$ cat src/rtl/uart_rx_frame_ctrl_if.sv
`default_nettype none
// ============================================================================
// Module   : uart_rx_frame_ctrl_if
// Purpose  : Bundles the byte input from the UART receiver, the payload
//            output stream and the frame status outputs of uart_rx_frame_ctrl.
// Ports    : rx_data/rx_vld/rx_error   byte input (receiver -> controller)
//            out_data/out_vld/out_last payload stream, out_ready backpressure
//            pkt_done/pkt_err/err_code frame result, drop_cnt, busy
// Modports : slave  - the frame controller
//            master - the environment driving it
// Revision : 1.0 - initial release
// ============================================================================
interface uart_rx_frame_ctrl_if #(
    parameter int VLD_DATA_WIDTH = 8
);
    logic [VLD_DATA_WIDTH-1:0] rx_data;
    logic                      rx_vld;
    logic                      rx_error;
    logic [VLD_DATA_WIDTH-1:0] out_data;
    logic                      out_vld;
    logic                      out_ready;
    logic                      out_last;
    logic                      pkt_done;
    logic                      pkt_err;
    logic [1:0]                err_code;
    logic [7:0]                drop_cnt;
    logic                      busy;

    modport slave (
        input  rx_data, rx_vld, rx_error, out_ready,
        output out_data, out_vld, out_last, pkt_done, pkt_err, err_code,
               drop_cnt, busy
    );

    modport master (
        output rx_data, rx_vld, rx_error, out_ready,
        input  out_data, out_vld, out_last, pkt_done, pkt_err, err_code,
               drop_cnt, busy
    );
endinterface
`default_nettype wire

$ cat src/rtl/uart_rx_frame_ctrl.sv
`default_nettype none
// ============================================================================
// Module   : uart_rx_frame_ctrl
// Purpose  : Assembles HEADER, LEN, payload, CSUM frames from a received byte
//            stream, buffers the payload and releases it on a valid/ready
//            stream only after the checksum verifies. Frames are aborted on
//            parity error, illegal length, checksum mismatch or timeout.
// Ports    : CLK  - system clock (rising edge)
//            rst  - asynchronous active-high reset
//            bus  - uart_rx_frame_ctrl_if.slave (byte in, payload out, status)
// Revision : 1.0 - initial release
// ============================================================================
module uart_rx_frame_ctrl #(
    parameter int                        VLD_DATA_WIDTH = 8,
    parameter int                        MAX_LEN        = 16,
    parameter logic [VLD_DATA_WIDTH-1:0] HEADER         = 8'hA5,
    parameter int                        TIMEOUT_CLKS   = 2000
) (
    input  logic                CLK,
    input  logic                rst,
    uart_rx_frame_ctrl_if.slave bus
);
    localparam int PTR_W = (MAX_LEN > 1) ? $clog2(MAX_LEN) : 1;
    localparam int TMO_W = (TIMEOUT_CLKS > 2) ? $clog2(TIMEOUT_CLKS) : 1;

    localparam logic [VLD_DATA_WIDTH-1:0] c_max_len  = VLD_DATA_WIDTH'(MAX_LEN);
    // The counter is compared one step early so the abort is registered on
    // the edge where the count would reach TIMEOUT_CLKS-1.
    localparam logic [TMO_W-1:0]          c_tmo_last = TMO_W'(TIMEOUT_CLKS - 2);

    localparam logic [2:0] c_st_idle  = 3'd0;
    localparam logic [2:0] c_st_len   = 3'd1;
    localparam logic [2:0] c_st_pay   = 3'd2;
    localparam logic [2:0] c_st_csum  = 3'd3;
    localparam logic [2:0] c_st_drain = 3'd4;

    logic [2:0]                r_state;
    logic [2:0]                w_state_nxt;
    logic                      w_abort;
    logic                      w_done;
    logic [1:0]                w_code;
    logic                      w_counting;
    logic                      w_tmo_hit;
    logic                      w_xfer;
    logic [PTR_W-1:0]          r_wr_ptr;
    logic [PTR_W-1:0]          r_rd_ptr;
    logic [PTR_W-1:0]          r_last_idx;
    logic [PTR_W-1:0]          w_rd_nxt;
    logic [VLD_DATA_WIDTH-1:0] r_sum;
    logic [VLD_DATA_WIDTH-1:0] r_out_data;
    logic                      r_out_vld;
    logic                      r_out_last;
    logic                      r_pkt_done;
    logic                      r_pkt_err;
    logic [1:0]                r_err_code;
    logic [7:0]                r_drop_cnt;
    logic                      r_busy;
    logic [TMO_W-1:0]          r_tmo;
    logic [VLD_DATA_WIDTH-1:0] r_buf [MAX_LEN];

    assign w_counting = (r_state == c_st_len) || (r_state == c_st_pay) ||
                        (r_state == c_st_csum);
    // A byte arriving on the timeout cycle takes precedence.
    assign w_tmo_hit  = w_counting && !bus.rx_vld && (r_tmo == c_tmo_last);
    assign w_xfer     = r_out_vld && bus.out_ready;
    assign w_rd_nxt   = r_rd_ptr + 1'b1;

    always_comb begin
        w_state_nxt = r_state;
        w_abort     = 1'b0;
        w_done      = 1'b0;
        w_code      = 2'd0;
        case (r_state)
            c_st_idle: begin
                if (bus.rx_vld && !bus.rx_error && (bus.rx_data == HEADER))
                    w_state_nxt = c_st_len;
            end
            c_st_len: begin
                if (bus.rx_vld) begin
                    if (bus.rx_error) begin
                        w_abort = 1'b1;
                        w_code  = 2'd0;
                    end else if ((bus.rx_data == '0) || (bus.rx_data > c_max_len)) begin
                        w_abort = 1'b1;
                        w_code  = 2'd1;
                    end else begin
                        w_state_nxt = c_st_pay;
                    end
                end else if (w_tmo_hit) begin
                    w_abort = 1'b1;
                    w_code  = 2'd3;
                end
            end
            c_st_pay: begin
                if (bus.rx_vld) begin
                    if (bus.rx_error) begin
                        w_abort = 1'b1;
                        w_code  = 2'd0;
                    end else if (r_wr_ptr == r_last_idx) begin
                        w_state_nxt = c_st_csum;
                    end
                end else if (w_tmo_hit) begin
                    w_abort = 1'b1;
                    w_code  = 2'd3;
                end
            end
            c_st_csum: begin
                if (bus.rx_vld) begin
                    if (bus.rx_error) begin
                        w_abort = 1'b1;
                        w_code  = 2'd0;
                    end else if (bus.rx_data != r_sum) begin
                        w_abort = 1'b1;
                        w_code  = 2'd2;
                    end else begin
                        w_done      = 1'b1;
                        w_state_nxt = c_st_drain;
                    end
                end else if (w_tmo_hit) begin
                    w_abort = 1'b1;
                    w_code  = 2'd3;
                end
            end
            c_st_drain: begin
                if (w_xfer && r_out_last)
                    w_state_nxt = c_st_idle;
            end
            default: w_state_nxt = c_st_idle;
        endcase
        if (w_abort)
            w_state_nxt = c_st_idle;
    end

    always_ff @(posedge CLK or posedge rst) begin
        if (rst) begin
            r_state    <= c_st_idle;
            r_wr_ptr   <= '0;
            r_rd_ptr   <= '0;
            r_last_idx <= '0;
            r_sum      <= '0;
            r_out_data <= '0;
            r_out_vld  <= 1'b0;
            r_out_last <= 1'b0;
            r_pkt_done <= 1'b0;
            r_pkt_err  <= 1'b0;
            r_err_code <= 2'd0;
            r_drop_cnt <= 8'd0;
            r_busy     <= 1'b0;
            r_tmo      <= '0;
        end else begin
            r_state    <= w_state_nxt;
            r_busy     <= (w_state_nxt != c_st_idle);
            r_pkt_done <= w_done;
            r_pkt_err  <= w_abort;
            if (w_abort)
                r_err_code <= w_code;

            if (bus.rx_vld || !w_counting || w_abort)
                r_tmo <= '0;
            else
                r_tmo <= r_tmo + 1'b1;

            if ((r_state == c_st_len) && bus.rx_vld) begin
                r_last_idx <= PTR_W'(bus.rx_data - 1'b1);
                r_sum      <= bus.rx_data;
                r_wr_ptr   <= '0;
            end

            if ((r_state == c_st_pay) && bus.rx_vld && !bus.rx_error) begin
                r_sum    <= r_sum + bus.rx_data;
                r_wr_ptr <= r_wr_ptr + 1'b1;
            end

            // The first payload byte is presented together with pkt_done.
            if (w_done) begin
                r_rd_ptr   <= '0;
                r_out_vld  <= 1'b1;
                r_out_data <= r_buf[0];
                r_out_last <= (r_last_idx == '0);
            end

            if (r_state == c_st_drain) begin
                if (bus.rx_vld && (r_drop_cnt != 8'hFF))
                    r_drop_cnt <= r_drop_cnt + 1'b1;
                if (w_xfer) begin
                    if (r_out_last) begin
                        r_out_vld  <= 1'b0;
                        r_out_last <= 1'b0;
                        r_out_data <= '0;
                    end else begin
                        r_rd_ptr   <= w_rd_nxt;
                        r_out_data <= r_buf[w_rd_nxt];
                        r_out_last <= (w_rd_nxt == r_last_idx);
                    end
                end
            end
        end
    end

    // Payload storage needs no reset: it is only read after being written.
    always_ff @(posedge CLK) begin
        if ((r_state == c_st_pay) && bus.rx_vld && !bus.rx_error)
            r_buf[r_wr_ptr] <= bus.rx_data;
    end

    assign bus.out_data = r_out_data;
    assign bus.out_vld  = r_out_vld;
    assign bus.out_last = r_out_last;
    assign bus.pkt_done = r_pkt_done;
    assign bus.pkt_err  = r_pkt_err;
    assign bus.err_code = r_err_code;
    assign bus.drop_cnt = r_drop_cnt;
    assign bus.busy     = r_busy;
endmodule
`default_nettype wire

$ cat src/flat_wrapper.sv
// flat-port wrapper written by rule: the top's interface ports become plain ports
module uart_rx_frame_ctrl_flat 
#(
    parameter int                        VLD_DATA_WIDTH = 8,
    parameter int                        MAX_LEN        = 16,
    parameter logic [VLD_DATA_WIDTH-1:0] HEADER         = 8'hA5,
    parameter int                        TIMEOUT_CLKS   = 2000
)
  (CLK, rst, bus_rx_data, bus_rx_vld, bus_rx_error, bus_out_ready, bus_out_data, bus_out_vld, bus_out_last, bus_pkt_done, bus_pkt_err, bus_err_code, bus_drop_cnt, bus_busy);
  uart_rx_frame_ctrl_if #(.VLD_DATA_WIDTH(VLD_DATA_WIDTH)) bus_i ();
  input  logic CLK;
  input  logic rst;
  input wire logic [$bits(bus_i.rx_data)-1:0] bus_rx_data;
  input wire logic [$bits(bus_i.rx_vld)-1:0] bus_rx_vld;
  input wire logic [$bits(bus_i.rx_error)-1:0] bus_rx_error;
  input wire logic [$bits(bus_i.out_ready)-1:0] bus_out_ready;
  output wire logic [$bits(bus_i.out_data)-1:0] bus_out_data;
  output wire logic [$bits(bus_i.out_vld)-1:0] bus_out_vld;
  output wire logic [$bits(bus_i.out_last)-1:0] bus_out_last;
  output wire logic [$bits(bus_i.pkt_done)-1:0] bus_pkt_done;
  output wire logic [$bits(bus_i.pkt_err)-1:0] bus_pkt_err;
  output wire logic [$bits(bus_i.err_code)-1:0] bus_err_code;
  output wire logic [$bits(bus_i.drop_cnt)-1:0] bus_drop_cnt;
  output wire logic [$bits(bus_i.busy)-1:0] bus_busy;
  assign bus_i.rx_data = bus_rx_data;
  assign bus_i.rx_vld = bus_rx_vld;
  assign bus_i.rx_error = bus_rx_error;
  assign bus_i.out_ready = bus_out_ready;
  assign bus_out_data = bus_i.out_data;
  assign bus_out_vld = bus_i.out_vld;
  assign bus_out_last = bus_i.out_last;
  assign bus_pkt_done = bus_i.pkt_done;
  assign bus_pkt_err = bus_i.pkt_err;
  assign bus_err_code = bus_i.err_code;
  assign bus_drop_cnt = bus_i.drop_cnt;
  assign bus_busy = bus_i.busy;
  uart_rx_frame_ctrl #(.VLD_DATA_WIDTH(VLD_DATA_WIDTH), .MAX_LEN(MAX_LEN), .HEADER(HEADER), .TIMEOUT_CLKS(TIMEOUT_CLKS)) u_core (.CLK(CLK), .rst(rst), .bus(bus_i));
endmodule
$ cat config.mk
export PLATFORM = sky130hd
export DESIGN_NAME = uart_rx_frame_ctrl_flat
export DESIGN_NICKNAME = d
export VERILOG_FILES = /design/src/rtl/uart_rx_frame_ctrl_if.sv /design/src/rtl/uart_rx_frame_ctrl.sv /design/src/flat_wrapper.sv
export SDC_FILE = /design/constraint.sdc
export NUM_CORES = 1
export LEC_CHECK = 0
export CAP_MARGIN = 20
export CORE_ASPECT_RATIO = 0.6
export CORE_MARGIN = 5
export CORE_UTILIZATION = 35
export DETAILED_ROUTE_END_ITERATION = 7
export GPL_TIMING_DRIVEN = 0
export SYNTH_ARGS = -nofsm -noshare
export SYNTH_HDL_FRONTEND = slang
export SYNTH_SLANG_ARGS = --single-unit
$ cat constraint.sdc
create_clock -name CLK -period 6 [get_ports CLK]
set_clock_uncertainty 0.15 [all_clocks]
set_input_delay 0.9 -clock CLK [delete_from_list [all_inputs] [get_ports CLK]]
set_output_delay 0.9 -clock CLK [all_outputs]
set_load 0.02 [all_outputs]
* Word-level counts from Yosys, hierarchy flattened
Memories as Yosys holds them, arrays and structs flattened.
Index checks and enable logic that the tools add are counted.
** Storage, ports and cells
- Latch bits :: 0
- Input port bits :: 13
- Memory bits (writable) :: 128
- Memory bits (read-only) :: 0
- Word-level logic and storage cells :: 115
- Memories :: 1
- Output and inout port bits :: 23
- Register bits after elaboration :: 57
** Memory list
- u_core.r_buf :: words 16, bits a word 8, rd ports 2, clocked after memory_dff 0, wr ports 1, line uart_rx_frame_ctrl.sv:59 : logic [VLD_DATA_WIDTH-1:0] r_buf [MAX_LEN];
** Cells by class
- Bitwise logic cells :: 0
- Add/sub/neg operators :: 6
- Reduce and logical (&&, ||, !) cells :: 24
- $lt $le $gt $ge :: 1
- Div/mod/pow operators :: 0
- Shift operators :: 0
- $mul :: 0
- Eq/ne operators :: 10
- Multiplexer cells :: 59
** Operators with widths (count)
- 8-bit 2-to-1 mux :: 6
- 3-bit 2-to-1 mux :: 12
- 1-bit 2-to-1 mux :: 24
- 4-bit 2-to-1 mux :: 6
- 3-bit case mux with 5 select lines :: 1
- 2-bit 2-to-1 mux :: 7
- 11-bit by 1-bit adder with 11-bit output, second input constant :: 1
- 11-bit equality test, second input constant :: 1
- 11-bit 2-to-1 mux :: 1
- 1-bit logical AND :: 10
- 4-bit by 1-bit adder with 4-bit output, second input constant :: 2
- 8-bit by 1-bit adder with 8-bit output, second input constant :: 1
- 8-bit adder :: 1
- 4-bit equality test :: 2
- 8-bit equality test, second input constant :: 1
- 8-bit by 5-bit greater-than comparator with 1-bit output, second input constant :: 1
- 8-bit zero test :: 1
- 8-bit inequality test :: 1
- 8-bit inequality test, second input constant :: 1
- 3-bit by 2-bit equality test with 1-bit output, second input constant :: 2
- 2-bit case mux with 3 select lines :: 1
- 1-bit logical OR :: 5
- 4-bit zero test :: 1
- 4-bit by 1-bit subtractor with 4-bit output, second input constant :: 1
- 8 further kinds :: 10

* Logic depth before layout (Yosys ltp)
Gate-level depths: netlist (run 1).
- Depth in word-level cells :: 10
- Gate-level depth with buffers :: 9
- Depth with buffers taken out :: 9

* Least setup slack after synthesis (run 1)
Ideal clock, no wire load.
- Path type :: input port to flip-flop
- From :: input port bus_rx_data[5]
- To :: register u_core.r_err_code[0], in the netlist u_core.bus.err_code[0]
- Stages on the path :: 7
- Path buffers :: 0
- Library setup time :: 0.125 ns
- Arrival :: 2.756 ns
- Setup slack :: 2.969 ns
- Data required time :: 5.725 ns
- Cells stage by stage :: ha_1 -> or4_4 -> nor2_4 -> nand2_4 -> a311oi_4 -> nor4_4 -> mux2_4
** On the way
- Cells in the longest elaborated chain, start to end :: 6
- Elaborated cells between the ends (all ways) :: 15
- Those cells by class :: order compare (1); eq/ne (1); mux (11); reduce/logical (2)
** Ends and longest elaborated chain
- start, declared :: line flat_wrapper.sv:13 : input wire logic [$bits(bus_i.rx_data)-1:0] bus_rx_data;
- 8-bit by 5-bit greater-than comparator with 1-bit output / 8-bit zero test (equally long branches) :: line uart_rx_frame_ctrl.sv:83 : end else if ((bus.rx_data == '0) || (bus.rx_data > c_max_len)) begin
- 1-bit logical OR :: line uart_rx_frame_ctrl.sv:83
- 1-bit 2-to-1 mux :: line uart_rx_frame_ctrl.sv:83
- 1-bit 2-to-1 mux :: line uart_rx_frame_ctrl.sv:80 : if (bus.rx_error) begin
- 1-bit 2-to-1 mux :: line uart_rx_frame_ctrl.sv:79 : if (bus.rx_vld) begin
- 1-bit case mux with 3 select lines (*) :: line uart_rx_frame_ctrl.sv:73 : case (r_state)
- via u_core.w_abort :: line uart_rx_frame_ctrl.sv:39 : logic w_abort;
- end signal, assigned :: line uart_rx_frame_ctrl.sv:156 : r_err_code <= w_code;
- end, declared :: line uart_rx_frame_ctrl.sv:55 : logic [1:0] r_err_code;
The timed path passes the listed nets; every way through them passes the cells marked *.
A chain may end at the register's enable or synchronous reset.

* Worst setup path in the final report (run 1)
- From :: input port bus_rx_data[0]
- To :: register u_core.r_out_data[5], in the netlist u_core.bus.out_data[5]
** On the way
- Cells in the longest elaborated chain, start to end :: 8
** Ends and longest elaborated chain
- 8-bit inequality test (*) :: line uart_rx_frame_ctrl.sv:112 : end else if (bus.rx_data != r_sum) begin
- 1-bit 2-to-1 mux (*) :: line uart_rx_frame_ctrl.sv:112
- 1-bit 2-to-1 mux (*) :: line uart_rx_frame_ctrl.sv:109 : if (bus.rx_error) begin
- 1-bit 2-to-1 mux (*) :: line uart_rx_frame_ctrl.sv:108 : if (bus.rx_vld) begin
- 1-bit 2-to-1 mux (*) :: line uart_rx_frame_ctrl.sv:73
- via u_core.w_done :: line uart_rx_frame_ctrl.sv:40 : logic w_done;
- 8-bit 2-to-1 mux (*) :: line uart_rx_frame_ctrl.sv:175 : if (w_done) begin
- 8-bit 2-to-1 mux :: line uart_rx_frame_ctrl.sv:185 : if (w_xfer) begin
- 8-bit 2-to-1 mux (*) :: line uart_rx_frame_ctrl.sv:182 : if (r_state == c_st_drain) begin
- end signal, assigned :: line uart_rx_frame_ctrl.sv:178 : r_out_data <= r_buf[0];
- end signal, assigned :: line uart_rx_frame_ctrl.sv:192 : r_out_data <= r_buf[w_rd_nxt];
- end, declared :: line uart_rx_frame_ctrl.sv:50 : logic [VLD_DATA_WIDTH-1:0] r_out_data;
Marked as above.

==> results.txt, run 1 <==
----------------------------------------------------
[Drt]
  Total Routed Length ... 19700 um
  Antenna Nets Post-Route ... 0
  Initial DRC count ... 447
  Top layer reached by signal wires ... met4
  Router iterations before antenna repair ... 5
  Detailed-routed wire length on met3 ... 1560 um
  Per-cell routed wire length ... 21.1 um
  Drt via density ... 5.32
  Total vias in the final route ... 4962
  Total routed wire length on the met1 layer ... 10000 um
  Detail Route met2 WL ... 7890 um
  Post-route DRC violation count ... 0

[STA]
  Final cycle utilization of the critical path ... 0.698
  Maximum frequency from static timing analysis ... 0.239 GHz
  Unrepaired setup endpoints after global routing ... no
  Fin. Hold Viols ... 0
  Total of endpoints with negative setup slack in the final report ... 0
  Worst setup slack after layout ... 1.81 ns
  Min Clock Period, post-route ... 4.19 ns
  Max transition margin ... 0.292
  Sum of negative setup slack ... 0 ns
  Worst slew pin tran ... 1.05 ns
  Final Max Tran Viols ... 0

[Clocking]
  TritonCTS clock tree ... yes
  Clock root buffer ... sky130_fd_sc_hd__clkbuf_16
  Setup Fix Bufs, Post-CTS ... 0
  Skew-Pair Late Insertion Delay ... 0.43 ns
  Number of H-tree levels ... 4
  Total clock buffers created by CTS ... 17
  Clock-pin slew of the registers on the worst-case setup and hold paths ... 0.07 ns
  Num Clock Sinks ... 185
  Number of buffers on the longest clock path ... 2
  Count of hold buffers inserted by post-cts repair ... 0
  Post_cts resized ... 0

[Synth]
  Most instantiated library cell after synthesis ... sky130_fd_sc_hd__edfxtp_1
  Number of enable-type register cells in the synthesized netlist ... 128
  Average instance area after synthesis ... 15.0 um^2
  Post-synth top area cell ... sky130_fd_sc_hd__edfxtp_1
  Top_reg_cell synth ... sky130_fd_sc_hd__edfxtp_1
  Synth top area share ... 0.471
  Number of flip-flops and latches in the synthesized netlist ... 185
  Synthesized Nets ... 577
  Syn Inst Count ... 546
  Largest cells by area after synthesis ... sky130_fd_sc_hd__edfxtp_1 (47%), sky130_fd_sc_hd__dfrtp_1 (17%), sky130_fd_sc_hd__mux4_2 (8.8%), sky130_fd_sc_hd__ha_1 (2.6%), sky130_fd_sc_hd__mux2i_1 (2.5%)
  Most frequent cells after synthesis ... sky130_fd_sc_hd__edfxtp_1 (128), sky130_fd_sc_hd__dfrtp_1 (57), sky130_fd_sc_hd__nor2_1 (40)
  Sequential element share of the synthesized area ... 0.646
  Number of distinct library cell variants in the gate-level netlist after synthesis ... 55
  Share of flip-flops with an asynchronous set or reset ... 0.308
  Post-Synthesis Cell Area ... 0.00816 mm^2
  Synth Warn # ... 0

[Setup path]
  Arrival time at the worst endpoint ... 4.32 ns
  Crit path cell chain ... clkdlybuf4s50_1 > ha_1 > nor3_1 > nand2_4 > nor2_4 > buf_4 > mux2i_1 > o22ai_1
  Number of cell instances on the worst register-to-register path ... 7
  Critical Path Sink Type ... flop
  Critical Path Fanout Max ... 22
  Reg2Reg Capture Point ... u_core.r_buf[3][7]$_DFFE_PP_
  Worst-case register-to-register setup slack ... 2.92 ns
  Startpoint of the lowest-slack register-to-register path ... u_core.r_state[2]$_DFF_PP0_
  Type of the setup path with the least slack ... input port to flop
  Critical path required time ... 6.13 ns
  Critical Path Source Type ... input port
  Worst stage delay on the critical path ... 1.15 ns
  Crit-path slowest cell ... sky130_fd_sc_hd__clkdlybuf4s50_1

[Pwr]
  Clock group share of total power ... 0.353
  Power density normalized to cell area ... 321 mW/mm^2
  Share of total power consumed by net switching ... 0.267
  Sequential cell fraction of total power ... 0.491
  P_int ... 2240 uW
  Gate power share ... 0.157
  Leak pwr ... 0.00339 uW
  Switch Pwr ... 817 uW
  Worst vdd rail ir drop ... 0.217 mV

[Floorplanning]
  IO Count ... 36
  # rows ... 43
  Initial cell density of the core ... 0.355
  Die H ... 128 um
  Chip Width ... 207 um
  Placeable core area ... 0.0230 mm^2
  Die area ... 0.0266 mm^2

[Min path]
  Worst Hold Endpoint ... u_core.r_sum[0]$_DFFE_PP0P_
  Number of stages on the worst hold path ... 2
  Startpoint of the lowest-slack hold path ... u_core.r_sum[0]$_DFFE_PP0P_
  Tightest Hold Check Type ... flop to flop

[Place]
  Total of buffers placed on input and output ports ... 35
  DPL Wire Length ... 13200 um
  Final GP Congestion ... 0.823
  Post-placement worst setup slack ... 1.46 ns

[Job]
  Maximum Capacitance Violations ... 0

[Cells and area]
  Layout Area Growth over Synthesis ... 16.7%
  Storage element area ... 0.00527 mm^2
  Net count of the finished layout ... 636
  Area used by multi-input combinational logic ... 0.00273 mm^2
  Number of fillers in the final layout ... 2134
  Fraction of layout instances using a drive strength above 1 ... 0.165
  Antenna diode instance count ... 0

[Global route]
  Gr ovfl total ... 0
  Via count of the first global-routing pass ... 4927
  Wire length of the first global-routing pass ... 30000 um
  Number of antenna violations at the first check in global routing ... 0
  Pin count of the biggest net entering global routing ... 35
  Total routing resource utilization after global routing ... 0.150

[Run status]
  Outcome ... finished clean

----------------------------------------------------
==> sequential cells by signal, summed over array words and instances (netlist names) <==
name                 cells
u_core.r_sum             8
u_core.bus.err_code      2
u_core.bus.busy          1
u_core.bus.out_vld       1
u_core.r_rd_ptr          4
u_core.r_last_idx        4
u_core.r_state           3
u_core.bus.drop_cnt      8
u_core.bus.out_data      8
u_core.r_tmo            11
u_core.bus.pkt_done      1
u_core.r_wr_ptr          4
u_core.bus.out_last      1
u_core.bus.pkt_err       1
u_core.r_buf           128
==> power groups by stage <==
| stage | Clock (uW) | Combinational [uW] | Sequential (uW) |
|---|---|---|---|
| 3_3_place_gp | 0 | 451 | 1520 |
| 6_report | 1080 | 479 | 1500 |
| 3_5_place_dp | 0 | 472 | 1520 |
| 2_1_floorplan | 0 | 333 | 1520 |
| 4_1_cts | 1100 | 477 | 1500 |
| 5_1_grt | 1160 | 531 | 1510 |
==> per-stage QoR <==
step | std cells | total power (uW) | hold WS (ns) | area (um^2) | util
2_1_floorplan | 546 | 1850 | 0.300 | 8160 | -
3_3_place_gp | 896 | 1970 | 0.314 | 8910 | 0.387
3_5_place_dp | 901 | 1990 | 0.322 | 8960 | 0.389
4_1_cts | 933 | 3080 | 0.339 | 9530 | 0.414
5_1_grt | 933 | 3200 | 0.371 | 9530 | 0.414
6_report | 933 | 3060 | 0.340 | 9530 | 0.414
==> final cells by class <==
| class | instances | share of cell area |
|---|---|---|
| Sequential cell | 185 | 0.553 |
| Inverter | 15 | 0.00591 |
| Timing Repair Buffer | 40 | 0.0418 |
| Clock inverter | 9 | 0.00604 |
| Multi-Input combinational cell | 321 | 0.286 |
| Buffer | 25 | 0.0118 |
| Clock buffer | 23 | 0.0540 |
| Tap cell | 315 | 0.0414 |
==> worst max-delay path, delay by kind of cell <==
family	cells	cell delay, ns
adder cells (fa/ha/maj)	1	0.39
AO/OA/AOI/OAI	1	0.10
multiplexers	1	0.23
AND/OR/NAND/NOR	3	1.23
buffers and inverters	2	1.44
==> worst max path at each step <==
stage | to | slack [ns] | cells past startpoint | from
2_1_floorplan | u_core.bus.err_code[0]$_DFFE_PP0P_ | 2.97 | 7 | bus_rx_data[5]
3_3_place_gp | u_core.bus.err_code[0]$_DFFE_PP0P_ | 1.62 | 9 | bus_rx_data[1]
3_5_place_dp | u_core.bus.out_data[5]$_DFF_PP0_ | 1.46 | 8 | bus_rx_data[0]
4_1_cts | u_core.bus.out_data[5]$_DFF_PP0_ | 1.92 | 8 | bus_rx_data[0]
5_1_grt | u_core.bus.out_last$_DFF_PP0_ | 1.72 | 8 | bus_rx_data[0]
6_report | u_core.bus.out_data[5]$_DFF_PP0_ | 1.81 | 8 | bus_rx_data[0]
==> per-layer routing <==
metal,vias to the layer above,track usage
met3,13,0.0413
met2,194,0.205
met1,2554,0.240
met4,0,0.0280
met5,-,0
li1,2201,-
==> cell usage in the layout, fill, tap and decap left out, types with 3 or more instances in the layout <==
| cell type | instances |
|---|---|
| sky130_fd_sc_hd__clkbuf_16 | 20 |
| sky130_fd_sc_hd__nand2b_1 | 7 |
| sky130_fd_sc_hd__a22oi_1 | 4 |
| sky130_fd_sc_hd__clkbuf_1 | 13 |
| sky130_fd_sc_hd__clkbuf_2 | 3 |
| sky130_fd_sc_hd__clkinv_2 | 4 |
| sky130_fd_sc_hd__mux4_2 | 32 |
| sky130_fd_sc_hd__nand4_1 | 8 |
| sky130_fd_sc_hd__inv_1 | 14 |
| sky130_fd_sc_hd__ha_1 | 17 |
| sky130_fd_sc_hd__mux2i_1 | 20 |
| sky130_fd_sc_hd__nor4_1 | 3 |
| sky130_fd_sc_hd__nor3_1 | 15 |
| sky130_fd_sc_hd__buf_2 | 12 |
| sky130_fd_sc_hd__edfxtp_1 | 128 |
| sky130_fd_sc_hd__o211ai_1 | 5 |
| sky130_fd_sc_hd__and3_1 | 3 |
| sky130_fd_sc_hd__nand2_1 | 34 |
| sky130_fd_sc_hd__a21oi_1 | 5 |
| sky130_fd_sc_hd__xnor2_1 | 19 |
| sky130_fd_sc_hd__buf_4 | 4 |
| sky130_fd_sc_hd__nor2_1 | 40 |
| sky130_fd_sc_hd__o22ai_1 | 11 |
| sky130_fd_sc_hd__dfrtp_1 | 57 |
| sky130_fd_sc_hd__o21ai_0 | 22 |
| sky130_fd_sc_hd__mux2_2 | 10 |
| sky130_fd_sc_hd__nor2b_1 | 4 |
| sky130_fd_sc_hd__nand3_1 | 13 |
| sky130_fd_sc_hd__clkdlybuf4s50_1 | 35 |
| sky130_fd_sc_hd__xor2_1 | 13 |
==> cell families (layout without fill, tap and decap cells) <==
logic type               count (synthesis)  in the layout  synth area share
XOR/XNOR                                32             32            0.0343
AND/OR/NAND/NOR                        144            144            0.0895
buffers and inverters                   40            112            0.0207
multiplexers                            63             63             0.128
adder cells (fa/ha/maj)                 18             18            0.0285
AO/OA/AOI/OAI                           64             64            0.0530
flip-flops                             185            185             0.646
No activity file was read; power rests on OpenSTA's default activity.
==> run 2, diff against run 1 <==
- clock period: 6 -> 4 ns (I/O delays scaled with it)
==> results of run 2 <==
The final DEF is identical to that of run 1. Status: finished clean.
Main changes from that run: setup slack after placement 1.46 ns -> -0.245 ns; setup slack after layout 1.81 ns -> 0.111 ns; register-to-register setup slack 2.92 ns -> 0.92 ns; total power 3060 uW -> 4590 uW; worst IR drop on VDD 0.217 mV -> 0.326 mV
==> patch 1, RTL diff (config.mk and constraints of run 2) <==
`MAX_LEN` is set to 16 in 2 places; all go to 8.
--- a/src/rtl/uart_rx_frame_ctrl.sv
+++ b/src/rtl/uart_rx_frame_ctrl.sv
@@ -14,3 +14,3 @@
     parameter int                        VLD_DATA_WIDTH = 8,
-    parameter int                        MAX_LEN        = 16,
+    parameter int                        MAX_LEN        = 8,
     parameter logic [VLD_DATA_WIDTH-1:0] HEADER         = 8'hA5,
--- a/src/flat_wrapper.sv
+++ b/src/flat_wrapper.sv
@@ -4,3 +4,3 @@
     parameter int                        VLD_DATA_WIDTH = 8,
-    parameter int                        MAX_LEN        = 16,
+    parameter int                        MAX_LEN        = 8,
     parameter logic [VLD_DATA_WIDTH-1:0] HEADER         = 8'hA5,
Behaviour: not the same (a bounded check fails within 4 cycles, from zero or initial values and one cycle with rst high).
==> patch 1 against run 2 <==
  * Design area decreased by 29%
  * Register-to-register slack improved by 0.30 ns
  * Sequential cell count decreased by 67
  * Synthesized area decreased by 32%
  * Worst setup slack improved by 0.58 ns
  * Worst hold slack got worse by 0.033 ns
  * Wire length decreased by 34%
  * Power decreased by 24%
  * Critical path depth unchanged
==> patch 1: results <==
[status]
status = complete, no violations

[drt]
drt_iter0_markers = 251
vias = 3686
wl_per_cell_um = 18.7

[logic_synthesis]
synth_area_per_cell_um2 = 13.0
yosys-top-cells-area = edfxtp_1 (35%), dfrtp_1 (24%), mux4_2 (6.5%)
async_flop_share_pct = 45.8
synth.area.mux_share_pct = 9.14
synthXorXnorAreaFrac_pct = 4.44
ys_top_cells_by_count = edfxtp_1 (64), dfrtp_1 (54), nand2_1 (34)
ys_seq_area_share_pct = 59.2
synth-compound-area-share_pct = 8.53
synth.distinct_cells = 56
synth_edf_count = 64
syn_inst = 424

[grt]
grt_pass1_wl_um = 20600
grt_max_degree = 42
grt.total_usage_pct = 14.8

[placed_design]
pre_cts_ws_ns = 0.300
dpl_cell_area_um2 = 6180
io_buffers = 34
dp_cells = 667
place_hpwl_um = 9130

[cells_and_area]
fin_nets = 512
top_regs = u_core.r_buf x64, u_core.r_tmo x11
final_util_pct = 43.8
drive_gt1_share_pct = 14.3
fin_cells = 698

[pwr]
p_int_mw = 2.57
power_mw = 3.49
p_leak_nw = 2.50
power_frac_seq_pct = 41.3
clkPwrFrac_pct = 43.0

[sta]
slew_headroom_pct = 42.2

[critical_path]
timing.critical_path.arrival_ns = 3.46
patch 1: final cells by class:
type / instances / area, µm²
fillers: 1417 / 8670
flip-flops and latches: 118 / 3270
multi-input cells: 278 / 2130
clock buffers: 21 / 440
repair buffers: 40 / 388
well taps: 203 / 254
clock inverters: 10 / 131
plain buffers: 17 / 93.8
inverters: 11 / 41.3
patch 1: metal layers:
| metal | global-route usage, % | part of all wire [%] | vias up |
|---|---|---|---|
| li1 | - | - | 1710 |
| met1 | 22.7 | 49 | 1834 |
| met2 | 20.6 | 42 | 130 |
| met3 | 3.34 | 7.6 | 12 |
| met4 | 4.88 | 0.95 | 0 |
| met5 | 0 | 0 | - |
patch 1: kinds of logic (layout without fill, tap and decap cells):
family / after synthesis / after routing
AND/OR/NAND/NOR: 136 / 136
flip-flops: 118 / 118
AO/OA/AOI/OAI: 68 / 68
multiplexers: 30 / 30
XOR/XNOR: 28 / 28
buffers and inverters: 28 / 99
adder cells (fa/ha/maj): 16 / 16
patch 1: critical path: stages:
cell	delay, ns
clkdlybuf4s50_1	0.88
ha_1	0.40
nor3_1	0.52
nand4_1	0.23
nor2_4	0.21
buf_6	0.20
mux2i_1	0.09
a211oi_1	0.31
patch 1: path summary, 6_finish.rpt:
check	startpoint	endpoint	slack, ns	depth (start not counted)
worst min register to register	u_core.bus.drop_cnt[5]	u_core.bus.drop_cnt[5]	0.35	1
min in group CLK	u_core.bus.drop_cnt[5]	u_core.bus.drop_cnt[5]	0.35	1
worst max-delay path	bus_rx_data[2]	u_core.bus.out_data[3]	0.69	8
worst max register to register	u_core.r_state[1]	u_core.r_buf[2][7]	1.22	5
max in group asynchronous	rst	u_core.r_sum[5]	2.84	3
worst min-delay path	rst	u_core.bus.out_data[2]	0.31	2
==> patch 2, RTL diff (settings of run 2) <==
Without the edit above. Reset style: synchronous (`rst`), changed in one clocked block. Comments in the files are not updated.
--- a/src/rtl/uart_rx_frame_ctrl.sv
+++ b/src/rtl/uart_rx_frame_ctrl.sv
@@ -133,3 +133,3 @@
 
-    always_ff @(posedge CLK or posedge rst) begin
+    always_ff @(posedge CLK) begin
         if (rst) begin
Check against the original RTL: differs if rst is asserted again (counterexample within 4 cycles, from zero or initial values and one cycle with rst high); with rst held inactive, the same outputs for 4 cycles.
==> patch 2 against run 2 <==
  * Synthesized area shrank 0.43%
  * Critical path depth shrank 1
  * Wire length grew 1.3%
  * Global-route usage grew 0.28 points
  * Worst setup slack gained 0.044 ns
  * Synthesized cell count grew 7.0%
  * Design area shrank 0.84%
  * Sequential cell count is the same
  * Non-clock buffer count shrank 2
Power is not compared: it rests on default switching activity, and its combinational part moved more than twofold at a synthesized area within 25%.
==> patch 2: results <==
[critical_path]
timing.critical_path.arrival_ns = 4.01
critPathLaunch = bus_rx_data[2]
r2r_start = u_core.r_state[1]

[grt]
grt.total_usage_pct = 15.3
grt_max_degree = 25
grt_util_met2_pct = 21.2
grt_pass1_wl_um = 30400
grt_pass1_vias = 5159
use_met1_pct = 24.8
antenna_found_initial = 0
met3_usage_pct = 3.03

[placed_design]
pre_cts_ws_ns = -0.320
dp_cells = 938
place_hpwl_um = 14000
place_congestion = 0.854
dpl_cell_area_um2 = 8890

[drt]
drt_iter0_markers = 480
totalWireLength_um = 19900
drt_first_pass_iters = 4
vias_per_cell = 5.35

[cells_and_area]
drive_gt1_share_pct = 15.9
fill_cells = 2118
top_regs = u_core.r_buf x128, u_core.r_tmo x11
fin_cells = 970
multiInputGateArea_um2 = 2960
fin_nets = 673

[logic_synthesis]
ys_seq_area_share_pct = 61.3
synth.distinct_cells = 60
synth_edf_count = 128
yosys-top-cells-area = edfxtp_1 (47%), dfxtp_1 (14%), mux4_2 (8.9%)
ys_top_cells_by_count = edfxtp_1 (128), dfxtp_1 (57), nor2_1 (46)
syn_inst = 584
syn_nets = 615
async_flop_share_pct = 0

[pwr]
p_leak_nw = 3.15

[worst_hold_path]
min_from = u_core.r_sum[0]

[clock_network]
clkSlewWorstSetupHoldPaths_ns = 0.07
clkLatencyLatePin_ns = 0.43
cts_buffers = 17

[status]
status = complete, no violations

[sta]
worst_pin_slew_ns = 1.05
-- patch 2: cells by family (layout without fill, tap and decap cells) --
kind of cell	count (synthesis)	in the layout	synth area share, %
flops	185	185	61.3
mux	59	59	12.3
compound gates	73	73	6.62
buf+inv	39	110	2.22
fa+ha+maj	18	18	2.86
xor+xnor	34	34	3.76
simple gates	176	176	10.9
-- patch 2: report_power, final --
part	internal [mW]	switching, mW
Clock	0.862	0.724
Combinational	0.0266	0.0656
Sequential	2.04	0.000392
Total	2.93	0.790
-- patch 2: layout make-up --
class,instances,share of cell area (%)
Buffer,24,1.31
Clock buffer,20,5.06
Clock inverter,12,0.781
Inverter,15,0.596
Multi-Input combinational cell,360,31.4
Sequential cell,185,52.8
Tap cell,315,4.17
Timing Repair Buffer,39,3.95
-- patch 2: worst paths after layout --
path / to / slack (ns)
worst min-delay path: u_core.r_sum[0] / 0.32
worst max-delay path: u_core.bus.out_data[1] / 0.15
worst max register to register: u_core.r_buf[1][0] / 0.88
worst min register to register: u_core.r_sum[0] / 0.32
-- patch 2: layer usage --
metal  wire length (µm)  share of wire, %
met1              10100                51
met2               8360                42
met3               1320               6.6
met4                 87              0.44
met5                  0                 0
-- patch 2: through the flow --
stage | TNS [ns] | power (mW)
floorplan | 0 | 2.12
global placement | -1.78 | 2.17
detailed placement | -3.32 | 2.18
CTS | 0 | 3.74
global route | 0 | 3.83
finish | 0 | 3.72
-- patch 2: critical path: stages --
cell	delay, ns
clkdlybuf4s50_1	1.13
ha_1	0.43
nor3_1	0.50
nand4_1	0.19
nor2_2	0.51
mux2_2	0.42
a32o_1	0.20
-- patch 2: what timing repair did --
item	4_1_cts	5_1_grt
resized for setup	0	1
setup endpoints to repair	0	7
hold endpoints to repair	0	0
